[src/rtl/nvram_upload_reader.sv]
// nvram_upload_reader: services data_io upload (host read-back) byte reads
// from the core's hiscore/NVRAM B-port and returns them on ioctl_din.
// The core is paused for the whole session so the RAM contents stay stable.
// Addresses at or above SIZE return FILL.
// Optional feature: define NVRAM_UPLOAD_CHECKSUM_EN to make a read at
// addr == SIZE return the two's-complement of the running byte sum, so the
// uploaded bytes plus that byte sum to zero mod 256.
module nvram_upload_reader #(
  parameter int         AW            = 10,
  parameter int         SIZE          = 1024,
  parameter int         RAM_LAT       = 1,
  parameter int         PAUSE_TIMEOUT = 255,
  parameter logic [7:0] FILL          = 8'hFF
) (
  input  logic          clk_sys,
  input  logic          reset,
  input  logic          ioctl_upload,
  input  logic          ioctl_rd,
  input  logic [24:0]   ioctl_addr,
  output logic [7:0]    ioctl_din,
  output logic          ioctl_din_valid,
  output logic          core_pause,
  input  logic          core_pause_ack,
  output logic [AW-1:0] ram_addr,
  output logic          ram_rd,
  input  logic [7:0]    ram_q,
  output logic          busy,
  output logic          done,
  output logic          overrun
);

  typedef enum logic [1:0] {
    S_IDLE  = 2'd0,
    S_PAUSE = 2'd1,
    S_READY = 2'd2,
    S_FETCH = 2'd3
  } state_t;

  // Pause counter is wide enough to hold PAUSE_TIMEOUT; READY is entered on
  // the edge where the count reaches PAUSE_TIMEOUT.
  localparam int              TCW      = $clog2(PAUSE_TIMEOUT + 1) + 1;
  localparam logic [TCW-1:0]  TO_LAST  = TCW'(PAUSE_TIMEOUT - 1);
  localparam logic [1:0]      LAT_LAST = 2'(RAM_LAT - 1);
  localparam logic [24:0]     SIZE_A   = 25'(SIZE);

  state_t         state_q, state_d;
  logic           upload_prev_q, upload_prev_d;
  logic [TCW-1:0] tcnt_q, tcnt_d;
  logic [1:0]     lat_q, lat_d;
  logic [7:0]     din_q, din_d;
  logic           din_valid_q, din_valid_d;
  logic           pause_q, pause_d;
  logic           done_q, done_d;
  logic           overrun_q, overrun_d;
  logic [AW-1:0]  ram_addr_q, ram_addr_d;
  logic           ram_rd_c;
  logic           upload_rise;
  logic           in_range;
  logic [7:0]     oor_byte;

`ifdef NVRAM_UPLOAD_CHECKSUM_EN
  logic [7:0]     acc_q, acc_d;
`endif

  assign upload_rise = ioctl_upload & ~upload_prev_q;
  // Upper address bits are part of the compare, so any nonzero bit above
  // AW lands out of range.
  assign in_range    = (ioctl_addr < SIZE_A);

  // Byte returned for an out-of-range read.
`ifdef NVRAM_UPLOAD_CHECKSUM_EN
  assign oor_byte = (ioctl_addr == SIZE_A) ? 8'(8'h00 - acc_q) : FILL;
`else
  assign oor_byte = FILL;
`endif

  // Next-state and output decode for the upload session FSM.
  always_comb begin
    // NOTE: every variable gets a default before any branch so no path
    // leaves one unassigned, which would infer a latch.
    state_d       = state_q;
    upload_prev_d = ioctl_upload;
    tcnt_d        = tcnt_q;
    lat_d         = lat_q;
    din_d         = din_q;
    din_valid_d   = din_valid_q;
    pause_d       = pause_q;
    done_d        = 1'b0;
    overrun_d     = overrun_q;
    ram_addr_d    = ram_addr_q;
    ram_rd_c      = 1'b0;
`ifdef NVRAM_UPLOAD_CHECKSUM_EN
    acc_d         = acc_q;
`endif

    if (state_q != S_IDLE && !ioctl_upload) begin
      // Session ended: abandon any fetch in flight, a coincident strobe is
      // ignored.
      state_d     = S_IDLE;
      pause_d     = 1'b0;
      din_valid_d = 1'b0;
      done_d      = 1'b1;
    end else begin
      unique case (state_q)
        S_IDLE: begin
          if (upload_rise) begin
            state_d   = S_PAUSE;
            pause_d   = 1'b1;
            overrun_d = 1'b0;
            tcnt_d    = '0;
`ifdef NVRAM_UPLOAD_CHECKSUM_EN
            acc_d     = 8'h00;
`endif
          end
        end

        S_PAUSE: begin
          tcnt_d = tcnt_q + 1'b1;
          if (core_pause_ack || tcnt_q >= TO_LAST) begin
            state_d = S_READY;
          end
          if (ioctl_rd) begin
            overrun_d = 1'b1;
          end
        end

        S_READY: begin
          if (ioctl_rd) begin
            din_valid_d = 1'b0;
            if (in_range) begin
              // Address and enable go to the RAM in the strobe cycle itself
              // so the total latency is RAM_LAT+1.
              ram_addr_d = ioctl_addr[AW-1:0];
              ram_rd_c   = 1'b1;
              lat_d      = '0;
              state_d    = S_FETCH;
            end else begin
              din_d       = oor_byte;
              din_valid_d = 1'b1;
            end
          end
        end

        S_FETCH: begin
          if (ioctl_rd) begin
            overrun_d = 1'b1;
          end
          if (lat_q == LAT_LAST) begin
            din_d       = ram_q;
            din_valid_d = 1'b1;
            state_d     = S_READY;
`ifdef NVRAM_UPLOAD_CHECKSUM_EN
            acc_d       = acc_q + ram_q;
`endif
          end else begin
            lat_d = lat_q + 1'b1;
          end
        end

        default: state_d = S_IDLE;
      endcase
    end
  end

  // State and output registers with synchronous active-high reset.
  always_ff @(posedge clk_sys) begin
    // NOTE: sequential state uses non-blocking assignments so every flop
    // samples the pre-edge values regardless of statement order.
    if (reset) begin
      state_q       <= S_IDLE;
      upload_prev_q <= 1'b0;
      tcnt_q        <= '0;
      lat_q         <= '0;
      din_q         <= 8'h00;
      din_valid_q   <= 1'b0;
      pause_q       <= 1'b0;
      done_q        <= 1'b0;
      overrun_q     <= 1'b0;
      ram_addr_q    <= '0;
    end else begin
      state_q       <= state_d;
      upload_prev_q <= upload_prev_d;
      tcnt_q        <= tcnt_d;
      lat_q         <= lat_d;
      din_q         <= din_d;
      din_valid_q   <= din_valid_d;
      pause_q       <= pause_d;
      done_q        <= done_d;
      overrun_q     <= overrun_d;
      ram_addr_q    <= ram_addr_d;
    end
  end

`ifdef NVRAM_UPLOAD_CHECKSUM_EN
  // Running 8-bit sum of every byte fetched during the session.
  always_ff @(posedge clk_sys) begin
    if (reset) begin
      acc_q <= 8'h00;
    end else begin
      acc_q <= acc_d;
    end
  end
`endif

  assign ioctl_din       = din_q;
  assign ioctl_din_valid = din_valid_q;
  assign core_pause      = pause_q;
  assign ram_addr        = ram_addr_d;
  assign ram_rd          = ram_rd_c & ~reset;
  assign busy            = (state_q != S_IDLE);
  assign done            = done_q;
  assign overrun         = overrun_q;

endmodule
[config.mk]
export PLATFORM = sky130hd
export DESIGN_NAME = nvram_upload_reader
export DESIGN_NICKNAME = d
export VERILOG_FILES = /design/src/rtl/nvram_upload_reader.sv
export SDC_FILE = /design/constraint.sdc
export NUM_CORES = 1
export LEC_CHECK = 0
export CAP_MARGIN = 20
export CORE_UTILIZATION = 45
export CTS_BUF_LIST = sky130_fd_sc_hd__clkbuf_8
export DETAILED_ROUTE_END_ITERATION = 12
export PLACE_DENSITY_LB_ADDON = 0.3
export SETUP_SLACK_MARGIN = 0.5
export SLEW_MARGIN = 30
export SYNTH_ARGS = -nofsm -noshare
export SYNTH_HDL_FRONTEND = slang
export SYNTH_SLANG_ARGS = --single-unit
[constraint.sdc]
create_clock -name clk_sys -period 4.9 [get_ports clk_sys]
set_input_delay 1.225 -clock clk_sys [delete_from_list [all_inputs] [get_ports clk_sys]]
set_output_delay 1.225 -clock clk_sys [all_outputs]
set_load 0.01 [all_outputs]
==> results of run 1 <==
## synth_stat cells (all sizes together) (4+ instances only)
cell	instances
dfxtp	36
buf	6
nand2	6
nand4	4
clkbuf	5
nand2b	26
mux2	10
nor2	25
nor2b	4
mux2i	12
nor4	5
o21ai	5
a211oi	10
a21oi	6
nor3	4
nand3	5
inv	13
## through the flow
stage	util	total power, mW	cells	setup WS, ns
floorplan	-	0.332	206	1.18
global placement	0.660	0.374	308	0.285
detailed placement	0.660	0.375	308	0.219
CTS	0.694	0.586	320	0.428
global route	0.696	0.608	322	0.477
finish	0.696	0.580	322	0.570
## logic make-up after synthesis
kind of cell               synth area share
adders and majority gates            0.0206
xor gates and xnor gates             0.0193
muxes                                 0.128
DFF                                   0.396
AOI/OAI and AO/OA                     0.100
buffers and inverters                0.0550
and+or+nand+nor                       0.281
## sequential cells by signal, summed over array words and instances, names as in the netlist
name and count:
core_pause 1, ram_addr_q 10, tcnt_q 9, ioctl_din 8
overrun 1, state_q 2, done 1, ioctl_din_valid 1
upload_prev_q 1, lat_q 2
## repair_timing
item,CTS,global route
pin swaps,3,4
setup endpoints to repair,11,9
resized for setup,11,31
buffers inserted,3,2
cloned,1,0
## path summary, 6_finish.rpt
kind	startpoint	cells after the start	endpoint	slack, ns
hold / removal	ioctl_din[7]$_SDFFE_PP0P_	2	ioctl_din[7]$_SDFFE_PP0P_	0.45
setup reg to reg	state_q[0]$_SDFFE_PP0P_	6	ram_addr_q[2]$_SDFF_PP0_	3.07
hold reg to reg	ioctl_din[7]$_SDFFE_PP0P_	2	ioctl_din[7]$_SDFFE_PP0P_	0.45
setup / recovery	ioctl_addr[10]	8	ram_addr[6]	0.57
## routing by layer
layer	vias to the layer above	global-route usage	part of all wire
met5	-	0	0
met4	0	0.0679	0.0091
met3	4	0.0833	0.065
met2	46	0.365	0.47
met1	742	0.252	0.45
li1	845	-	-
## power groups by stage
stage	clock network (mW)	logic (mW)	registers [mW]
global placement	0	0.0667	0.307
detailed placement	0	0.0674	0.307
finish	0.212	0.0677	0.301
floorplan	0	0.0266	0.305
CTS	0.217	0.0683	0.301
global route	0.234	0.0734	0.301
## final cells by class
class | count | area share
well taps | 48 | 0.0229
multi-input cells | 146 | 0.387
flip-flops and latches | 36 | 0.275
clock buffers | 6 | 0.0315
clock inverters | 2 | 0.00286
repair buffers | 71 | 0.262
inverters | 13 | 0.0186
## critical path, stage by stage
cell             delay, ns
clkdlybuf4s50_1       0.41
nor4_2                0.30
nand4_2               0.18
nor3_4                0.28
buf_12                0.14
buf_6                 0.12
mux2_1                0.31
clkbuf_2              0.13
==> impl_metrics.csv, run 1 <==
group,metric,value,unit
status,run_status,"complete, no violations",
synth,synth.ff_latch_count,36,
timing,totalNegativeSetupSlack,0,ns
cells_and_area,multi_input_combinational_cell_area,0.00102,mm²
cells_and_area,layout.filler_cells,302,
floorplanning,die-height,65.6,µm
clocking,cts-root-to-sink-buffers,2,
pwr,combPwrFrac,0.117,
grt,grt_usage,0.217,
detailed_routing,drc,0,
floorplanning,core,0.00377,mm²
clocking,hold_buffers,0,
setup_path,criticalPathCategory,"in -> out",
min_path,timing.hold.worst.class,"reg -> reg",
timing,finalClockSkew,0.00639,ns
detailed_routing,via_count,1637,
setup_path,critPathCaptureType,"output port",
synth,yosys_warning_total,0,
timing,finalSetupViolations,0,
timing,timing.final.crit_share,0.884,
synth,post_synth_instance_area,0.00182,mm²
synth,synthFlopType,"dfxtp_1",
pwr,seq_power_share,0.518,
synth,synthesis.nets,247,
grt,grt_max_degree,41,
setup_path,worst_setup_path_start_kind,"input port",
placed_design,portBuffers,61,
pwr,power.share.switching,0.228,
detailed_routing,vias_per_cell,5.08,
placed_design,place_congestion,0.856,
synth,synth_top_area_frac,0.396,
placed_design,placed_cell_area,0.00249,mm²
synth,synthDistinctLibCells,40,
clocking,clk_root_buffer_cell,"clkbuf_8",
cells_and_area,final-seq-area,721,µm²
clocking,cts_made_buffers,5,
pwr,clock_power_share,0.365,
synth,post_synth_inst_count,206,
placed_design,post-dp-hpwl,3010,µm
setup_path,worst_ep_arrival_time,3.10,ns
pwr,net-switching-power,132,µW
detailed_routing,avgRoutedWirePerCell,13.3,µm
timing,slew_headroom,0.487,
cells_and_area,layout.cell_area.non_filler,0.00262,mm²
clocking,clk_pin_slew,0.06,ns
cells_and_area,final_common_cell,"clkdlybuf4s50_1",
cells_and_area,post_route_cells_drive_above_1_share,0.128,
pwr,power.internal,448,µW
timing,unrepaired_setup_endpoints_after_global_routing,"true",
cells_and_area,layout.cells.most_common_list,"clkdlybuf4s50_1 (48), dfxtp_1 (36), nand2b_1 (26)",
pwr,ir_worst_vdd,0.183,mV
clocking,tritoncts,"built",
timing,report.final.slew_viol_count,0,
floorplanning,floorplan.io_pins,62,
detailed_routing,drt-total-wl,4280,µm
clocking,cts-htree-levels,2,
clocking,clk-insertion-delay-late,0.29,ns
grt,total_gr_overflow,0,
synth,ys_top_cells_by_area,"dfxtp_1 (40%), nand2b_1 (8.9%), mux2i_1 (6.6%)",
synth,netlist.top_cell.by_area,"dfxtp_1",
detailed_routing,drt.antenna.violating_nets,0,
cells_and_area,area_growth,44.2,%
grt,first_global_vias,1574,
synth,synth_seq_area_share,0.396,
run,maxCapViolCount,0,
floorplanning,num_rows,22,
timing,max_freq,0.231,GHz
timing,finalHoldViolations,0,
setup_path,crit_path_max_fanout,4,
synth,post_synth.cell_area_avg,8.83,µm²
timing,worst_pin_slew,0.759,ns
cells_and_area,antenna_cells,0,
cells_and_area,finalNetCount,314,
floorplanning,design.die.area,0.00430,mm²
timing,hold_slack,0.454,ns
grt,first_pass_grt_wire_length,6950,µm
floorplanning,initial_core_util,0.482,
clocking,numClockSinks,36,
pwr,power.leakage,1.01,nW
timing,min_period,4.33,ns
detailed_routing,detailedRoute.firstIterationViolations,140,
synth,synth-edff-count,0,
floorplanning,chipWidth,65.6,µm
pwr,power-per-cell-area,221,mW/mm²
grt,antenna_found_initial,0,
synth,ys_async_sr_fraction,0,
setup_path,required,3.67,ns
detailed_routing,dr.pass1.iters,4,
Power figures use the tool's default switching activity.
==> run 2: changes to the inputs <==
Settings changed: CTS_CLUSTER_SIZE set to 25.
==> results of run 2 <==
No change in the layout: final DEF, timing and power equal those of run 1.
==> run 3: changes to the inputs <==
Settings changed: CAP_MARGIN 20 to not set, DONT_BUFFER_PORTS set to 1.
==> impl_metrics.csv, run 3 (synthesis results as in run 1) <==
group,metric,value,unit
grt,grt_max_degree,42,
cells_and_area,post_route_cells_drive_above_1_share,0.0640,
grt,antenna_found_initial,0,
clocking,clk_pin_slew,0.07,ns
pwr,seq_power_share,0.586,
floorplanning,die-height,65.6,µm
setup_path,rr_endpoint,"tcnt_q[6]$_SDFFE_PP0P_",
grt,grt_usage,0.168,
timing,finalSetupViolations,0,
setup_path,crit_chain,"nor4_2 -> nand4_2 -> nor3_4 -> buf_4 -> mux2_1",
setup_path,crit_path_max_fanout,20,
clocking,hold_buffers,0,
clocking,tritoncts,"built",
floorplanning,design.die.area,0.00430,mm²
detailed_routing,drt-total-wl,3390,µm
cells_and_area,finalNetCount,244,
timing,timing.final.crit_share,0.803,
cells_and_area,max_flop_register,"ram_addr_q",
pwr,combPwrFrac,0.043,
timing,finalHoldViolations,0,
timing,worst_pin_slew,0.645,ns
grt,total_gr_overflow,0,
placed_design,placed_cell_area,0.00184,mm²
floorplanning,core,0.00377,mm²
timing,finalClockSkew,0.00618,ns
clocking,clk_root_buffer_cell,"clkbuf_8",
floorplanning,initial_core_util,0.482,
pwr,power.share.switching,0.222,
detailed_routing,dr.pass1.iters,4,
clocking,cts-htree-levels,2,
pwr,power.internal,402,µW
clocking,cts_made_buffers,5,
floorplanning,num_rows,22,
detailed_routing,detailedRoute.firstIterationViolations,61,
clocking,postCtsSetupRepairBufs,0,
clocking,clk-insertion-delay-late,0.28,ns
cells_and_area,multi_input_combinational_cell_area,0.00100,mm²
detailed_routing,drc,0,
setup_path,worst_ep_arrival_time,2.71,ns
clocking,cts_resized,0,
cells_and_area,flip_flop_count_of_the_largest_register_all_copies_and_words_added,10,
grt,first_pass_grt_wire_length,5550,µm
setup_path,required,3.67,ns
min_path,timing.hold.worst.class,"reg -> reg",
detailed_routing,vias_per_cell,5.50,
grt,first_global_vias,1232,
cells_and_area,final_common_cell,"dfxtp_1",
setup_path,setup.reg_to_reg.worst_slack,3.18,ns
cells_and_area,antenna_cells,0,
setup_path,criticalPathCategory,"in -> out",
cells_and_area,final-seq-area,721,µm²
placed_design,place_congestion,0.808,
setup_path,max_stage_delay,0.42,ns
setup_path,setup.worst_path.end,"ram_addr[4]",
timing,unrepaired_setup_endpoints_after_global_routing,"false",
pwr,clock_power_share,0.371,
placed_design,post-dp-hpwl,2400,µm
setup_path,cp-startpoint,"ioctl_addr[21]",
placed_design,portBuffers,0,
cells_and_area,layout.cell_area.non_filler,0.00192,mm²
floorplanning,chipWidth,65.6,µm
clocking,numClockSinks,36,
setup_path,worst_setup_path_start_kind,"input port",
setup_path,critPathCaptureType,"output port",
setup_path,regToRegStartpoint,"state_q[0]$_SDFFE_PP0P_",
status,run_status,"complete, no violations",
detailed_routing,via_count,1380,
run,maxCapViolCount,0,
setup_path,worst_r2r_path_depth,4,
timing,report.final.slew_viol_count,0,
timing,totalNegativeSetupSlack,0,ns
pwr,ir_worst_vdd,0.205,mV
cells_and_area,area_growth,5.50,%
pwr,power.leakage,0.677,nW
pwr,net-switching-power,115,µW
setup_path,cpMaxStageDelayCell,"mux2_1",
detailed_routing,drt.antenna.violating_nets,0,
timing,slew_headroom,0.566,
floorplanning,floorplan.io_pins,62,
timing,min_period,3.94,ns
cells_and_area,layout.cells.most_common_list,"dfxtp_1 (36), nand2b_1 (26), nor2_1 (25)",
pwr,power-per-cell-area,269,mW/mm²
timing,max_freq,0.254,GHz
clocking,cts-root-to-sink-buffers,2,
cells_and_area,layout.filler_cells,358,
detailed_routing,avgRoutedWirePerCell,13.5,µm
[run 3: layout make-up]
cell class / count / share of cell area
Tap cell: 48 / 0.0313
Timing Repair Buffer: 1 / 0.00391
Clock inverter: 2 / 0.00456
Clock buffer: 5 / 0.0359
Inverter: 13 / 0.0254
Sequential cell: 36 / 0.375
Multi-Input combinational cell: 146 / 0.523
[run 3: power by group through the flow]
stage | sequential (mW) | clock (mW) | combinational (mW)
floorplan | 0.305 | 0 | 0.0266
global placement | 0.309 | 0 | 0.0224
detailed placement | 0.309 | 0 | 0.0226
CTS | 0.302 | 0.199 | 0.0226
global route | 0.303 | 0.211 | 0.0257
finish | 0.303 | 0.192 | 0.0223
[run 3: metal layers]
metal,share of wire,GRT usage
met5,0,0
met4,0.016,0.0788
met3,0.061,0.0625
met2,0.44,0.247
met1,0.49,0.215
[run 3: worst max-delay path: cells and delay by family]
family	cells	cell delay, ns
and+or+nand+nor	3	0.76
muxes	1	0.42
buffers and inverters	1	0.31
[run 3: how the worst min path moves through the flow]
stage | startpoint | end | slack, ns | cells past startpoint
after floorplan | ram_addr_q[0]$_SDFF_PP0_ | ram_addr_q[0]$_SDFF_PP0_ | 0.44 | 2
after global placement | ram_addr_q[5]$_SDFF_PP0_ | ram_addr_q[5]$_SDFF_PP0_ | 0.46 | 2
after detailed placement | ram_addr_q[4]$_SDFF_PP0_ | ram_addr_q[4]$_SDFF_PP0_ | 0.46 | 2
after CTS | ram_addr_q[4]$_SDFF_PP0_ | ram_addr_q[4]$_SDFF_PP0_ | 0.47 | 2
after global routing | ram_addr_q[4]$_SDFF_PP0_ | ram_addr_q[4]$_SDFF_PP0_ | 0.49 | 2
final | ram_addr_q[1]$_SDFF_PP0_ | ram_addr_q[1]$_SDFF_PP0_ | 0.47 | 2
[run 3: through the flow]
stage / power (mW) / utilization / instances / hold WS (ns) / worst slack, ns
final: 0.517 / 0.509 / 251 / 0.471 / 0.963
after global routing: 0.540 / 0.509 / 251 / 0.487 / 0.821
after CTS: 0.524 / 0.509 / 251 / 0.475 / 0.937
after detailed placement: 0.332 / 0.488 / 244 / 0.462 / 0.935
after global placement: 0.331 / 0.488 / 244 / 0.459 / 0.974
after floorplan: 0.332 / - / 206 / 0.445 / 1.18
